### config.mk
export PLATFORM = sky130hd
export DESIGN_NAME = serial_subtractor
export DESIGN_NICKNAME = d
export VERILOG_FILES = /design/src/rtl/serial_subtractor.sv
export SDC_FILE = /design/constraint.sdc
export NUM_CORES = 1
export LEC_CHECK = 0
export BUFFER_PORTS_ARGS = -buffer_cell sky130_fd_sc_hd__buf_2
export CAP_MARGIN = 20
export CORE_AREA = 2 2 57 59
export DETAILED_ROUTE_END_ITERATION = 6
export DIE_AREA = 0 0 59 61
export PLACE_DENSITY = 0.88
export REMOVE_ABC_BUFFERS = 1
export SLEW_MARGIN = 20
export SYNTH_ARGS = -nofsm -noshare
export SYNTH_HDL_FRONTEND = slang
export SYNTH_SLANG_ARGS = --single-unit
### constraint.sdc
create_clock -name clk -period 2.4 [get_ports clk]
set_input_delay 0.48 -clock clk [delete_from_list [all_inputs] [get_ports clk]]
set_output_delay 0.48 -clock clk [all_outputs]
set_load 0.02 [all_outputs]
### src/rtl/serial_subtractor.sv
// Bit-serial two's-complement subtractor: diff = a - b, one bit per clock, LSB first.
// Start/done handshake; results held in output registers until the next completion.
//
// state | meaning
// ------+---------------------------------------------------------------
// IDLE  | waiting for start; outputs hold the last result
// RUN   | one full-adder step per clock on the shifted operands
// DONE  | result valid, done high for this cycle; start re-launches
module serial_subtractor #(
  parameter int WIDTH = 8
) (
  input  logic             clk,
  input  logic             rst,
  input  logic             start,
  input  logic [WIDTH-1:0] a,
  input  logic [WIDTH-1:0] b,
  output logic             busy,
  output logic             done,
  output logic [WIDTH-1:0] diff,
  output logic             borrow_out,
  output logic             overflow
);

  localparam int CNT_W = $clog2(WIDTH);
  localparam logic [CNT_W-1:0] CNT_LAST = CNT_W'(WIDTH - 1);
  localparam logic [CNT_W-1:0] CNT_ONE  = CNT_W'(1);

  typedef enum logic [1:0] {
    IDLE = 2'd0,
    RUN  = 2'd1,
    DONE = 2'd2
  } state_t;

  state_t           state_q;
  state_t           state_d;
  logic             accept;

  logic [WIDTH-1:0] a_sh;
  logic [WIDTH-1:0] b_sh;
  logic [WIDTH-1:0] res_sh;
  logic [WIDTH-1:0] res_next;
  logic             carry_q;
  logic             carry_next;
  logic             b_inv;
  logic             sum_bit;
  logic [CNT_W-1:0] bits_left;
  logic             last_bit;

  // Bit counter runs down; terminal count marks the MSB step.
  assign last_bit = (state_q == RUN) && (bits_left == '0);

  always_comb begin
    state_d = state_q;
    accept  = 1'b0;
    case (state_q)
      IDLE: begin
        if (start) begin
          state_d = RUN;
          accept  = 1'b1;
        end
      end
      RUN: begin
        if (bits_left == '0) begin
          state_d = DONE;
        end
      end
      DONE: begin
        if (start) begin
          state_d = RUN;
          accept  = 1'b1;
        end else begin
          state_d = IDLE;
        end
      end
      default: state_d = IDLE;
    endcase
  end

  // One full-adder cell on the inverted subtrahend bit.
  always_comb begin
    b_inv      = ~b_sh[0];
    sum_bit    = a_sh[0] ^ b_inv ^ carry_q;
    carry_next = (a_sh[0] & b_inv) | (a_sh[0] & carry_q) | (b_inv & carry_q);
    res_next   = {sum_bit, res_sh[WIDTH-1:1]};
  end

  always_ff @(posedge clk) begin
    if (rst) begin
      state_q    <= IDLE;
      busy       <= 1'b0;
      done       <= 1'b0;
      diff       <= '0;
      borrow_out <= 1'b0;
      overflow   <= 1'b0;
      a_sh       <= '0;
      b_sh       <= '0;
      res_sh     <= '0;
      carry_q    <= 1'b0;
      bits_left  <= '0;
    end else begin
      state_q <= state_d;
      busy    <= (state_d == RUN);
      done    <= last_bit;

      if (accept) begin
        a_sh      <= a;
        b_sh      <= b;
        res_sh    <= '0;
        carry_q   <= 1'b1;
        bits_left <= CNT_LAST;
      end else if (state_q == RUN) begin
        a_sh    <= a_sh >> 1;
        b_sh    <= b_sh >> 1;
        res_sh  <= res_next;
        carry_q <= carry_next;
        if (bits_left != '0) begin
          bits_left <= bits_left - CNT_ONE;
        end
        // carry_q here is still the carry into the MSB cell.
        if (last_bit) begin
          diff       <= res_next;
          borrow_out <= ~carry_next;
          overflow   <= carry_q ^ carry_next;
        end
      end
    end
  end

endmodule

# After elaboration in Yosys (flattened, before gate mapping)
# Cells that the tools add are included.
[word_totals]
out_inout_bits = 12
register_bits = 42
inputBits = 19
[classes]
addsub = 1
muxes = 15
n_eq_ne = 3
n_bitwise = 11
n_reduce_logical = 10
[ops]
columns = ["operator", "n"]
rows = [
  ["$mux 8", 4],
  ["$mux 3", 3],
  ["$pmux 2 s3", 1],
  ["$mux 1", 5],
  ["$eq 2x1->1 const B", 2],
  ["$mux 2", 2],
  ["$reduce_bool 2->1", 2],
  ["$reduce_or 2->1", 2],
  ["$and 1x1->1", 3],
  ["$logic_not 3->1", 1],
  ["$not 1->1", 3],
  ["$reduce_and 3->1", 1],
  ["$reduce_bool 3->1", 1],
  ["$sub 3x1->3 const B", 1],
  ["$xor 1x1->1", 3],
  ["$eq 2x2->1 const B", 1],
  ["$logic_not 2->1", 1],
  ["$or 1x1->1", 2],
  ["$reduce_and 2->1", 1],
  ["$logic_and 1x1->1", 1],
]

# Longest topological paths before layout
[depth]
depth_word = 6
mapped_depth = 6
depth_no_buf = 5

# Least setup slack after synthesis
# No wires, ideal clock.
[synth_path]
path_kind = "register -> register"
startpoint = "reg bits_left[0]"
endpoint = "reg borrow_out"
n_path_buf = 1
stages_incl_launch_ff = 6
t_required_ns = 2.314
arrival_ns = 1.178
setup_slack_ns = 1.136
cell_sequence = "dfxtp_1 -> inv_1 -> ha_1 -> and4bb_2 -> buf_2 -> a211oi_1"
[synth_via]
elab_chain_len = 3
[synth_rtl]
columns = ["item", "line", "source"]
rows = [
  ["start: declaration", "46", "logic [CNT_W-1:0] bits_left;"],
  ["start signal: assignment", "117", "bits_left <= bits_left - CNT_ONE;"],
  ["$logic_not 3->1", "50", "assign last_bit = (state_q == RUN) && (bits_left == '0);"],
  ["$logic_and 1x1->1", "50", ""],
  ["$reduce_and 3->1 (no line)", "-", ""],
  ["end signal: assignment", "122", "borrow_out <= ~carry_next;"],
  ["end: declaration", "20", "output logic borrow_out,"],
]
# Every way passes these cells.
# A chain may end at the register's enable or synchronous reset.

# Final worst setup path
[layout_path]
startpoint = "reg state_q[0]"
endpoint = "reg b_sh[5]"
[layout_via]
elab_chain_len = 4
[layout_rtl]
columns = ["item", "line", "source"]
rows = [
  ["start: declaration", "34", "state_t state_q;"],
  ["start signal: assignment", "101", "state_q <= state_d;"],
  ["$eq 2x2->1 / $logic_not 2->1 (equally long branches)", "55", "case (state_q)"],
  ["$reduce_or 2->1 (no line)", "-", ""],
  ["$mux 1", "-", ""],
  ["$mux 8 / $reduce_bool 2->1 (equally long branches)", "-", ""],
  ["end signal: assignment", "113", "b_sh <= b_sh >> 1;"],
  ["end: declaration", "39", "logic [WIDTH-1:0] b_sh;"],
]
# Several ways; a longest one is shown, not always the timed one.

==> results.md <==
- Run status: finished clean
- Vias/cell: 5.39
- 1st-pass router iterations: 4
- Initial Util: 55.4%
- Largest net degree at the start of global routing: 25
- Total die area: 0.00360 mm^2
- Worst Path Buf+Inv: 1
- Synthesized area per cell: 8.34 um^2
- Grt ovf: 0
- Final setup fails: 0
- Critical Path End Type: flip-flop
- Synthesis-to-finish area growth: 11.9%
- Core box area: 0.00295 mm^2
- WP depth: 4
- Req. time, crit path: 2670 ps
- Hold path start: b[7]
- Critical-path maximum fanout: 17
- Worst vdd ir: 337 uV
- CP Launch Type: flip-flop
- Number of filler cells placed in the layout: 286
- Async S/R FF share, synth: 0%
- Routed WL: 3030 um
- P_leak: 0.712 nW
- Dpl hpwl: 2110 um
- #FFs+latches synth: 41
- Global Route Usage Sum: 19.1%
- Footprint of the multi-input gates: 727 um^2
- Worst path cell trace: nand2b_1, buf_4, nor2_1, a311oi_1
- Post-Synth Adder-Cell Area: 2.75%
- Worst-path clk slew: 110 ps
- Post-Synth XOR/XNOR Area: 0.536%
- Period minus WS final: 1570 ps
- Number of synthesized flops with an enable pin: 0
- Antenna viol nets, final: 0
- Number of global-route vias before repair: 1198
- Fraction of layout cells with a size suffix above 1: 17.9%
- Antenna cells: 0
- Worst r2r dst: b_sh[5]
- Post-route cell area: 0.00183 mm^2
- Top Family by Delay on Critical Path: simple AND/OR/NAND/NOR gates
- Fin nets: 244
- Row count: 20
- TritonCTS clock tree: yes
- Die Ht: 61 um
- Syn Inst Count: 196
- Htree depth: 2
- Hold Vio Cnt, Final: 0
- FF+latch area: 821 um^2
- Proportion of synthesized area in mux cells: 0.612%
- Initial detailed-routing violation count: 35
- Sequential share of the synthesized area: 50.2%
- First-pass GRT wire length: 5120 um
- R2R depth: 4
- CTS resizes: 0
- Main synth FF type: dfxtp_1
- Slowest-stage cell, CP: dfxtp_1
- Die X-Extent: 59 um
- Max_cap viols: 0
- Max-slew headroom: 59.5%
- R2R setup slack: 830 ps
- Worst Skew: 3.22 ps
- Reg2reg start: state_q[0]
- Clock Path Buffers: 2
- Antenna violations before repair: 0
- Max stage delay on crit path: 440 ps
- Clk sinks: 41
- Fin crit share: 65.4%
- Count of unique library cells instantiated by Yosys: 27
- Cell Area, Synth: 0.00164 mm^2
- DR vias: 1379
- Worst Setup EP: b_sh[5]
- Pwr Density: 693 mW/mm^2
- Placed Area: 0.00178 mm^2
- Skew-Pair Late Insertion Delay: 350 ps
- Routed len/inst: 11.8 um
- Clk root buf: clkbuf_4
- Num CTS Buffers: 5
- Worst Path Arrival: 1840 ps
- Gpl congestion: 0.685
- CP Class: reg2reg
- I/O pins: 31
- Fin. max-slew vios: 0
- Number of remaining DRC errors: 0
- RSZ-0062 raised after global routing: false
- Largest family of logic cells by synthesized area: simple AND/OR/NAND/NOR gates
- Slew @ Worst Pin: 607 ps
- CP Launch Point: state_q[0]
- HP Class: in2reg
- Setup TNS: 0 ps
- Pre-CTS setup slack: 742 ps
- Syn. warnings: 0
- Post-CTS Setup Bufs: 0
- Final WS setup: 830 ps
- I/O Buffers: 30
- Hold bufs inserted after CTS: 0
- Hold slack: 357 ps
- Synth Area in Simple Gates: 24.3%
- Synth Area in Compound Gates: 16.3%
- Fmax: 637 MHz
## registers in the layout, indices dropped and copies added, names as in the netlist
signal      cells
diff            8
busy            1
bits_left       3
b_sh            8
a_sh            8
carry_q         1
res_sh          7
borrow_out      1
done            1
state_q         2
overflow        1
## worst min-delay path: cells and delay by family
kind	cells	cell delay (ps)
AOI/OAI and AO/OA	1	50
and+or+nand+nor	1	50
buffers and inverters	1	90
## power by group
group          internal (mW)  leakage [nW]  switching, mW  total [mW]
clock                  0.117        0.0265          0.210       0.327
combinational         0.0747         0.350          0.119       0.193
sequential             0.723         0.336         0.0240       0.747
## how the worst min path moves through the flow
stage	endpoint	slack (ps)	depth (start not counted)
finish	b_sh[7]	360	3
global route	b_sh[7]	360	3
CTS	b_sh[7]	350	3
detailed placement	diff[6]	440	2
global placement	diff[7]	440	2
floorplan	diff[0]	430	2
## synthesized netlist by cell type (3+ instances only)
cell type  count  area, um^2
clkbuf_1       6        22.5
dfxtp_1       41         821
nand3_1        3        15.0
nand2b_1       4        25.0
a311oi_1      13         114
a211oi_1       4        30.0
inv_1          3        11.3
nand2_1       58         218
buf_2          7        35.0
nor2_1        18        67.6
a21oi_1       19        95.1
## cells by family after synthesis
kind of cell	after synthesis
compound gates	40
flops	41
xor+xnor	1
mux	1
fa+ha+maj	3
buf+inv	18
simple gates	92
## stage by stage
stage	power (mW)	std cells	util, %
6_report	1.27	256	61.9
5_1_grt	1.33	256	61.9
4_1_cts	1.27	256	61.9
3_5_place_dp	0.955	248	60.3
3_3_place_gp	0.950	248	60.3
2_1_floorplan	0.886	181	-
## final cells by class
class / count / area share (%)
clock buffers: 8 / 2.67
well taps: 33 / 2.26
flip-flops and latches: 41 / 44.9
repair buffers: 34 / 9.85
inverters: 3 / 0.616
multi-input cells: 137 / 39.7
## layout by cell type, fill, tap and decap left out, drive strengths merged, types with 2 or more instances in the layout
cell,count
nand2,58
dfxtp,41
buf,34
a21oi,19
nor2,18
a311oi,13
clkbuf,8
nand2b,4
a211oi,4
inv,3
nand3,3
a22oi,2
a31oi,2
nand3b,2
ha,2
## routing by layer
layer	part of all wire [%]	track usage (%)	wire length, um	up-vias
li1	-	-	-	712
met1	47	23.1	1440	633
met2	47	31.9	1420	30
met3	4.2	6.40	126	4
met4	1.4	6.82	41	0
met5	0	0	0	-
(Power assumes the default switching activity.)
